==> src/rtl/dm_byte_sequencer.sv <==
// Data-memory byte sequencer: splits b/h/w loads and stores into little-endian
// byte transactions on a byte-wide bus and returns one response per request.
module dm_byte_sequencer #(
    parameter int unsigned ADDR_W  = 32,
    parameter int unsigned TIMEOUT = 16
) (
    input  logic              clk,
    input  logic              rst,
    input  logic              req_valid,
    output logic              req_ready,
    input  logic              DMWr,
    input  logic [2:0]        DMCtrl,
    input  logic [ADDR_W-1:0] Addr,
    input  logic [31:0]       WrData,
    output logic              rsp_valid,
    output logic              rsp_err,
    output logic [31:0]       RdData,
    output logic              mem_req,
    output logic              mem_we,
    output logic [ADDR_W-1:0] mem_addr,
    output logic [7:0]        mem_wdata,
    input  logic              mem_ack,
    input  logic [7:0]        mem_rdata
);

    localparam int unsigned WW = (TIMEOUT > 1) ? $clog2(TIMEOUT + 1) : 1;

    typedef enum logic [1:0] {IDLE, ACCESS, RESP} state_t;

    state_t            state_q;
    logic              we_q;
    logic [2:0]        ctrl_q;
    logic [ADDR_W-1:0] addr_q;
    logic [31:0]       wdata_q;
    logic [1:0]        k_q;
    logic [1:0]        last_q;
    logic [WW-1:0]     wait_q;
    logic [31:0]       rbuf_q;

    logic              rsp_valid_q;
    logic              rsp_err_q;
    logic [31:0]       rddata_q;
    logic              mem_req_q;
    logic              mem_we_q;
    logic [ADDR_W-1:0] mem_addr_q;
    logic [7:0]        mem_wdata_q;

    logic              illegal_d;
    logic              misalign_d;
    logic [1:0]        last_d;
    logic [1:0]        kn_d;
    logic [31:0]       rbuf_d;
    logic [31:0]       result_d;
    logic              timeout_hit;

    always_comb begin
        illegal_d  = (DMCtrl == 3'b011) || (DMCtrl[2:1] == 2'b11) || (DMWr && DMCtrl[2]);
        misalign_d = ((DMCtrl[1:0] == 2'b01) && Addr[0]) ||
                     ((DMCtrl[1:0] == 2'b10) && (Addr[1:0] != 2'b00));
        case (DMCtrl[1:0])
            2'b00:   last_d = 2'd0;
            2'b01:   last_d = 2'd1;
            default: last_d = 2'd3;
        endcase
        kn_d = k_q + 2'd1;
    end

    // Merge the byte arriving this edge so the final byte feeds the result directly.
    always_comb begin
        rbuf_d = rbuf_q;
        rbuf_d[{k_q, 3'b000} +: 8] = mem_rdata;
        case (ctrl_q)
            3'b000:  result_d = {{24{rbuf_d[7]}}, rbuf_d[7:0]};
            3'b100:  result_d = {24'd0, rbuf_d[7:0]};
            3'b001:  result_d = {{16{rbuf_d[15]}}, rbuf_d[15:0]};
            3'b101:  result_d = {16'd0, rbuf_d[15:0]};
            default: result_d = rbuf_d;
        endcase
        timeout_hit = (TIMEOUT != 0) && ((32'(wait_q) + 32'd1) == TIMEOUT);
    end

    always_ff @(posedge clk or posedge rst) begin
        if (rst) begin
            state_q     <= IDLE;
            we_q        <= 1'b0;
            ctrl_q      <= '0;
            addr_q      <= '0;
            wdata_q     <= '0;
            k_q         <= '0;
            last_q      <= '0;
            wait_q      <= '0;
            rbuf_q      <= '0;
            rsp_valid_q <= 1'b0;
            rsp_err_q   <= 1'b0;
            rddata_q    <= '0;
            mem_req_q   <= 1'b0;
            mem_we_q    <= 1'b0;
            mem_addr_q  <= '0;
            mem_wdata_q <= '0;
        end else begin
            case (state_q)
                IDLE: begin
                    if (req_valid) begin
                        we_q    <= DMWr;
                        ctrl_q  <= DMCtrl;
                        addr_q  <= Addr;
                        wdata_q <= WrData;
                        last_q  <= last_d;
                        k_q     <= '0;
                        wait_q  <= '0;
                        rbuf_q  <= '0;
                        if (illegal_d || misalign_d) begin
                            state_q     <= RESP;
                            rsp_valid_q <= 1'b1;
                            rsp_err_q   <= 1'b1;
                            rddata_q    <= '0;
                        end else begin
                            state_q     <= ACCESS;
                            mem_req_q   <= 1'b1;
                            mem_we_q    <= DMWr;
                            mem_addr_q  <= Addr;
                            mem_wdata_q <= WrData[7:0];
                        end
                    end
                end
                ACCESS: begin
                    if (mem_ack) begin
                        wait_q <= '0;
                        if (!we_q) rbuf_q <= rbuf_d;
                        if (k_q == last_q) begin
                            state_q     <= RESP;
                            mem_req_q   <= 1'b0;
                            mem_we_q    <= 1'b0;
                            rsp_valid_q <= 1'b1;
                            rsp_err_q   <= 1'b0;
                            rddata_q    <= we_q ? '0 : result_d;
                        end else begin
                            k_q         <= kn_d;
                            mem_addr_q  <= addr_q + ADDR_W'(kn_d);
                            mem_wdata_q <= wdata_q[{kn_d, 3'b000} +: 8];
                        end
                    end else begin
                        wait_q <= wait_q + 1'b1;
                        if (timeout_hit) begin
                            state_q     <= RESP;
                            mem_req_q   <= 1'b0;
                            mem_we_q    <= 1'b0;
                            rsp_valid_q <= 1'b1;
                            rsp_err_q   <= 1'b1;
                            rddata_q    <= '0;
                        end
                    end
                end
                RESP: begin
                    state_q     <= IDLE;
                    rsp_valid_q <= 1'b0;
                    rsp_err_q   <= 1'b0;
                end
                default: state_q <= IDLE;
            endcase
        end
    end

    assign req_ready = (state_q == IDLE);
    assign rsp_valid = rsp_valid_q;
    assign rsp_err   = rsp_err_q;
    assign RdData    = rddata_q;
    assign mem_req   = mem_req_q;
    assign mem_we    = mem_we_q;
    assign mem_addr  = mem_addr_q;
    assign mem_wdata = mem_wdata_q;

endmodule

==> config.mk <==
export PLATFORM = sky130hd
export DESIGN_NAME = dm_byte_sequencer
export DESIGN_NICKNAME = d
export VERILOG_FILES = /design/src/rtl/dm_byte_sequencer.sv
export SDC_FILE = /design/constraint.sdc
export NUM_CORES = 1
export LEC_CHECK = 0
export ABC_CLOCK_PERIOD_IN_PS = 7520
export CAP_MARGIN = 30
export CORE_MARGIN = 4
export CORE_UTILIZATION = 55
export CTS_BUF_LIST = sky130_fd_sc_hd__clkbuf_2
export DETAILED_ROUTE_END_ITERATION = 8
export GPL_TIMING_DRIVEN = 0
export PLACE_DENSITY_LB_ADDON = 0.3
export SLEW_MARGIN = 0
export SYNTH_ARGS = -nofsm -noshare
export SYNTH_HDL_FRONTEND = slang
export SYNTH_SLANG_ARGS = --single-unit
export TNS_END_PERCENT = 50
==> constraint.sdc <==
create_clock -name clk -period 7.52 [get_ports clk]
set_input_delay 1.504 -clock clk [delete_from_list [all_inputs] [get_ports clk]]
set_output_delay 1.504 -clock clk [all_outputs]
set_load 0.03 [all_outputs]
# [Yosys cells after proc, flatten, opt, wreduce, memory -nomap -nowiden]
# Index checks and enable logic that the tools add are counted.
[totals] ff_bits=187 output_inout_bits=77
[classes] n_addsub=5 eq_ne=19 shifts=3 muxes=54 reduce_logical=22
[op_table] operator="two-way mux 32 bit" n=13
[op_table] operator="case mux 32 bit (2 select lines)" n=3
[op_table] operator="case mux 32 bit (4 select lines)" n=1
[op_table] operator="adder 32 x 2 -> 32 bit" n=1
[op_table] operator="bitwise mux 32 bit" n=1
[op_table] operator="two-way mux 8 bit" n=4
[op_table] operator="variable shift 8 x 7 -> 32 bit (first input constant)" n=1
[op_table] operator="variable part select 32 x 6 -> 8 bit" n=1
[op_table] operator="variable part select 8 x 7 -> 32 bit" n=1
[op_table] operator="AND reduction 5 bit" n=4
[op_table] operator="two-way mux 2 bit" n=8
[op_table] operator="case mux 8 bit (2 select lines)" n=1
[op_table] operator="two-way mux 1 bit" n=13
[op_table] operator="case mux 2 bit (2 select lines)" n=3
[op_table] operator="two-way mux 5 bit" n=2
[op_table] operator="!= test 2 bit (second input constant)" n=5
[op_table] operator="case mux 5 bit (2 select lines)" n=1
[op_table] operator="AND reduction 4 bit" n=2
[op_table] operator="negator 5 -> 7 bit" n=1
[op_table] operator="adder 5 x 1 -> 6 bit (second input constant)" n=1
[op_table] operator="== test 2 bit (second input constant)" n=3
[op_table] operator="== test 3 bit (second input constant)" n=2
[op_table] operator="== test 6 x 5 -> 1 bit (second input constant)" n=1
[op_table] operator="!= test 3 bit (second input constant)" n=2
[op_table] operator="other kinds (17)" n=28

# [Longest topological paths before layout]
[logic_depth] depth_word=8 ltp_mapped=11 ltp_nobuf=8

# [Worst setup path after synthesis]
# Ideal clock, no wire load.
[synth_path] path_kind="reg2reg" from="register k_q[0]" to="register mem_addr_q[31], in the netlist mem_addr[31]" setup_ns=0.122 arrival_time_ns=2.810 required_time_ns=7.398 path_slack_ns=4.588 path_stages_with_launch=11 path_buffers=2 cell_sequence="dfrtp_1 buf_2 clkbuf_1 inv_1 ha_1 ha_1 a21oi_1 nor3_2 nand2_2 or3_1 a32o_1"
[synth_between] elab_chain_cells=5 elab_cells_between_ends=8 classes_between="add/sub: 2; eq/ne: 2; mux: 3; reduce/logical: 1"
[synth_rtl] item="start: declaration" line_no="35" source="logic [1:0] k_q;"
[synth_rtl] item="start signal: assignment" line_no="138" source="k_q <= kn_d;"
[synth_rtl] item="adder 2 x 1 -> 2 bit" line_no="65" source="kn_d = k_q + 2'd1;"
[synth_rtl] item="adder 32 x 2 -> 32 bit" line_no="139" source="mem_addr_q <= addr_q + ADDR_W'(kn_d);"
[synth_rtl] item="two-way mux 32 bit" line_no="130" source="if (k_q == last_q) begin"
[synth_rtl] item="two-way mux 32 bit" line_no="127" source="if (mem_ack) begin"
[synth_rtl] item="case mux 32 bit (2 select lines)" line_no="101" source="case (state_q)"
[synth_rtl] item="end signal: assignment" line_no="121" source="mem_addr_q <= Addr;"
[synth_rtl] item="end signal: assignment" line_no="139"
[synth_rtl] item="end: declaration" line_no="45" source="logic [ADDR_W-1:0] mem_addr_q;"
# Parallel ways exist; a longest one is shown, timed or not. The select of a mux whose other input is x is not followed.
# A chain may end at the register's enable or synchronous reset.

# [Final worst setup path]
# Same ends and word-level chain as after synthesis.

==> flow_summary.json <==
{
  "synth_fp_nets": 1054,
  "hold_path_depth": 1,
  "numCtsBuffers": 17,
  "preCtsSetupSlack_ps": 3500,
  "busiest_layer": "met2",
  "yosys.area.top_type_share_pct": 51.8,
  "crit_start": "k_q[0]$_DFFE_PP0P_",
  "yosys.area_share.simple_pct": 23.0,
  "die_y_um": 136,
  "hold_class": "reg2reg",
  "drv_cap": 0,
  "synth_top_family_by_area": "simple AND/OR/NAND/NOR gates",
  "setup.worst_path.start_class": "register",
  "synthXorXnorAreaFrac_pct": 2.81,
  "top_level_ports": 157,
  "grt_use_total_pct": 27.8,
  "grt_pass1_vias": 7873,
  "clock_path_buffers": 2,
  "vdd_drop_max_uv": 191,
  "use_met2_pct": 43.0,
  "rows": 46,
  "synth_cell_types": 60,
  "dieArea_mm2": 0.0185,
  "portBuffers": 156,
  "wl_per_cell_um": 18.1,
  "grt_max_degree": 104,
  "async_reset_ff_share_pct": 100,
  "cts_post_setup_buffers_inserted": 0,
  "die_w_um": 136,
  "fin_crit_ps": 3840,
  "place_inst": 1339,
  "clk_pin_slew_ps": 250,
  "antenna_found_initial": 1,
  "required_ps": 8200,
  "final.setup.tns_ps": 0,
  "root_buffer": "clkbuf_2",
  "yosys_warnings": 0,
  "h-tree-depth": 4,
  "cts_tree": "built",
  "detail-route-antenna-nets": 0,
  "wl_um": 24900,
  "grt_use_met1_pct": 39.0,
  "cts_resized": 0,
  "synth_area_leaders": "dfrtp_1, nand2_1, mux2_2, o21ai_0, a21oi_1",
  "gp_congestion": 0.859,
  "drc": 0,
  "cp-end-kind": "register",
  "arrival_ps": 4510,
  "holdBufCountCts": 0,
  "max-slew-margin-rel_pct": 42.9,
  "mostFrequentLayoutCells": "nand2_1, dfrtp_1, clkdlybuf4s50_1",
  "ys_seq_elements": 187,
  "detailedRoute.firstIterationViolations": 714,
  "core-area_mm2": 0.0160,
  "drive_gt1_share_pct": 7.28,
  "r2r_end": "mem_addr[31]$_DFFE_PP0P_",
  "synth_top_area_cell": "dfrtp_1",
  "vias": 7850,
  "drt-pass1-iter-count": 5,
  "area_delta_synth_final_pct": 23.2,
  "ys_seq_area_share_pct": 51.8,
  "synth_cells": 966,
  "register_area_mm2": 0.00468,
  "worstHoldEndpoint": "rbuf_q[5]$_DFFE_PP0P_",
  "routed_via_density": 5.73,
  "stdcell_count": 1371,
  "synth_edf_count": 0,
  "fmax_mhz": 261,
  "synth_flop_cell": "dfrtp_1",
  "path_max_fanout": 10,
  "tightest_slew_ps": 853,
  "avgSynthCellArea_um2": 9.36,
  "critPathKind": "reg2reg",
  "outcome": "completed",
  "r2r_slack_ps": 3680,
  "synth_fa_ha_area_share_pct": 1.19,
  "timing.rr.start": "k_q[0]$_DFFE_PP0P_",
  "nNetsFinal": 1230,
  "finalCritPeriodShare_pct": 51.0,
  "maxSlewViolCount": 0,
  "rsz0062_at_grt": "false",
  "initial_core_util_pct": 56.5,
  "synth_mux_area_share_pct": 6.45,
  "multi_input_area_mm2": 0.00404,
  "setup_ws_ps": 3680,
  "syn_area_mm2": 0.00904,
  "final-setup-viol-count": 0,
  "p_leak_nw": 5.12,
  "hold_path_startpoint": "rbuf_q[5]$_DFFE_PP0P_",
  "powerDensity_mw_per_mm2": 380,
  "hold_viol": 0,
  "reg2reg_depth": 10,
  "utilization_pct": 69.6,
  "dp_hpwl_um": 18000,
  "grt_overflow": 0,
  "clkLatencyLatePin_ps": 780,
  "timing.hold.ws_ps": 503,
  "synth_compound_area_share_pct": 11.3,
  "fill_cells": 1347,
  "met3_usage_pct": 5.63,
  "fin_skew_ps": 42.6,
  "cts_sinks": 187,
  "final_common_cell": "nand2_1",
  "grt_pass1_wl_um": 40000
}
==> layout make-up <==
cell class | count | area share, %
flip-flops and latches | 187 | 42.0
multi-input cells | 704 | 36.3
repair buffers | 157 | 14.3
well taps | 216 | 2.43
plain buffers | 57 | 2.21
clock inverters | 10 | 1.12
clock buffers | 21 | 0.944
inverters | 18 | 0.674
diodes | 1 | 0.0225
==> through the flow <==
step                      total power [mW]  area [um^2]
final                                 4.24        11100
after global routing                  4.52        11100
after global placement                3.65        10900
after CTS                             4.23        11100
after floorplan                       2.96         9040
after detailed placement              3.72        10900
==> sequential cells by signal, summed over array words and instances, names as in the netlist <==
| register | flops |
|---|---|
| mem_we | 1 |
| addr_q | 32 |
| state_q | 2 |
| rsp_valid | 1 |
| rsp_err | 1 |
| rbuf_q | 32 |
| wdata_q | 32 |
| we_q | 1 |
| RdData | 32 |
| wait_q | 5 |
| mem_wdata | 8 |
| ctrl_q | 3 |
| last_q | 2 |
| mem_addr | 32 |
| k_q | 2 |
| mem_req | 1 |
==> report_power, final <==
part / switching, mW / internal (mW)
clock network: 0.340 / 0.184
logic: 1.27 / 0.815
registers: 0.279 / 1.35
==> cell usage after synthesis, types with 6 or more instances <==
| master | n |
|---|---|
| buf_2 | 6 |
| nand3_1 | 35 |
| o21ai_0 | 49 |
| ha_1 | 7 |
| nand4_1 | 9 |
| a21o_1 | 13 |
| a221o_1 | 7 |
| inv_1 | 17 |
| nand2_1 | 283 |
| clkbuf_1 | 45 |
| mux2_2 | 26 |
| mux4_2 | 8 |
| a21oi_1 | 38 |
| xor2_1 | 14 |
| dfrtp_1 | 187 |
| a22o_1 | 11 |
| nor2_1 | 47 |
| o211ai_1 | 10 |
| mux2i_1 | 11 |
| and3_1 | 21 |
| nor2b_1 | 26 |
| xnor2_1 | 15 |
| a31oi_1 | 13 |
==> per-layer routing <==
layer / routed length (um) / part of all wire, %
met1: 10800 / 43
met2: 11500 / 46
met3: 1980 / 7.9
met4: 656 / 2.6
met5: 0 / 0
==> cell families after synthesis <==
| logic type | after synthesis |
|---|---|
| simple gates | 459 |
| buf+inv | 75 |
| flops | 187 |
| compound gates | 163 |
| xor+xnor | 29 |
| fa+ha+maj | 8 |
| mux | 45 |
==> worst max path at each step <==
| stage | end | slack (ps) |
|---|---|---|
| 4_1_cts | mem_addr[31]$_DFFE_PP0P_ | 3690 |
| 2_1_floorplan | RdData[0]$_DFFE_PP0P_ | 930 |
| 3_3_place_gp | wdata_q[4]$_DFFE_PP0P_ | -1530 |
| 6_report | mem_addr[31]$_DFFE_PP0P_ | 3680 |
| 5_1_grt | mem_addr[31]$_DFFE_PP0P_ | 3530 |
| 3_5_place_dp | mem_addr[12]$_DFFE_PP0P_ | 3500 |
==> critical path, cell delays in order, from the launching register on <==
cell and delay [ps]:
dfrtp_1 440, buf_2 200, clkbuf_1 500, inv_1 200, ha_1 450, ha_1 320
a21oi_1 130, nor3_2 740, nand2_2 130, or3_1 410, a32o_1 220
(Power assumes the default switching activity.)
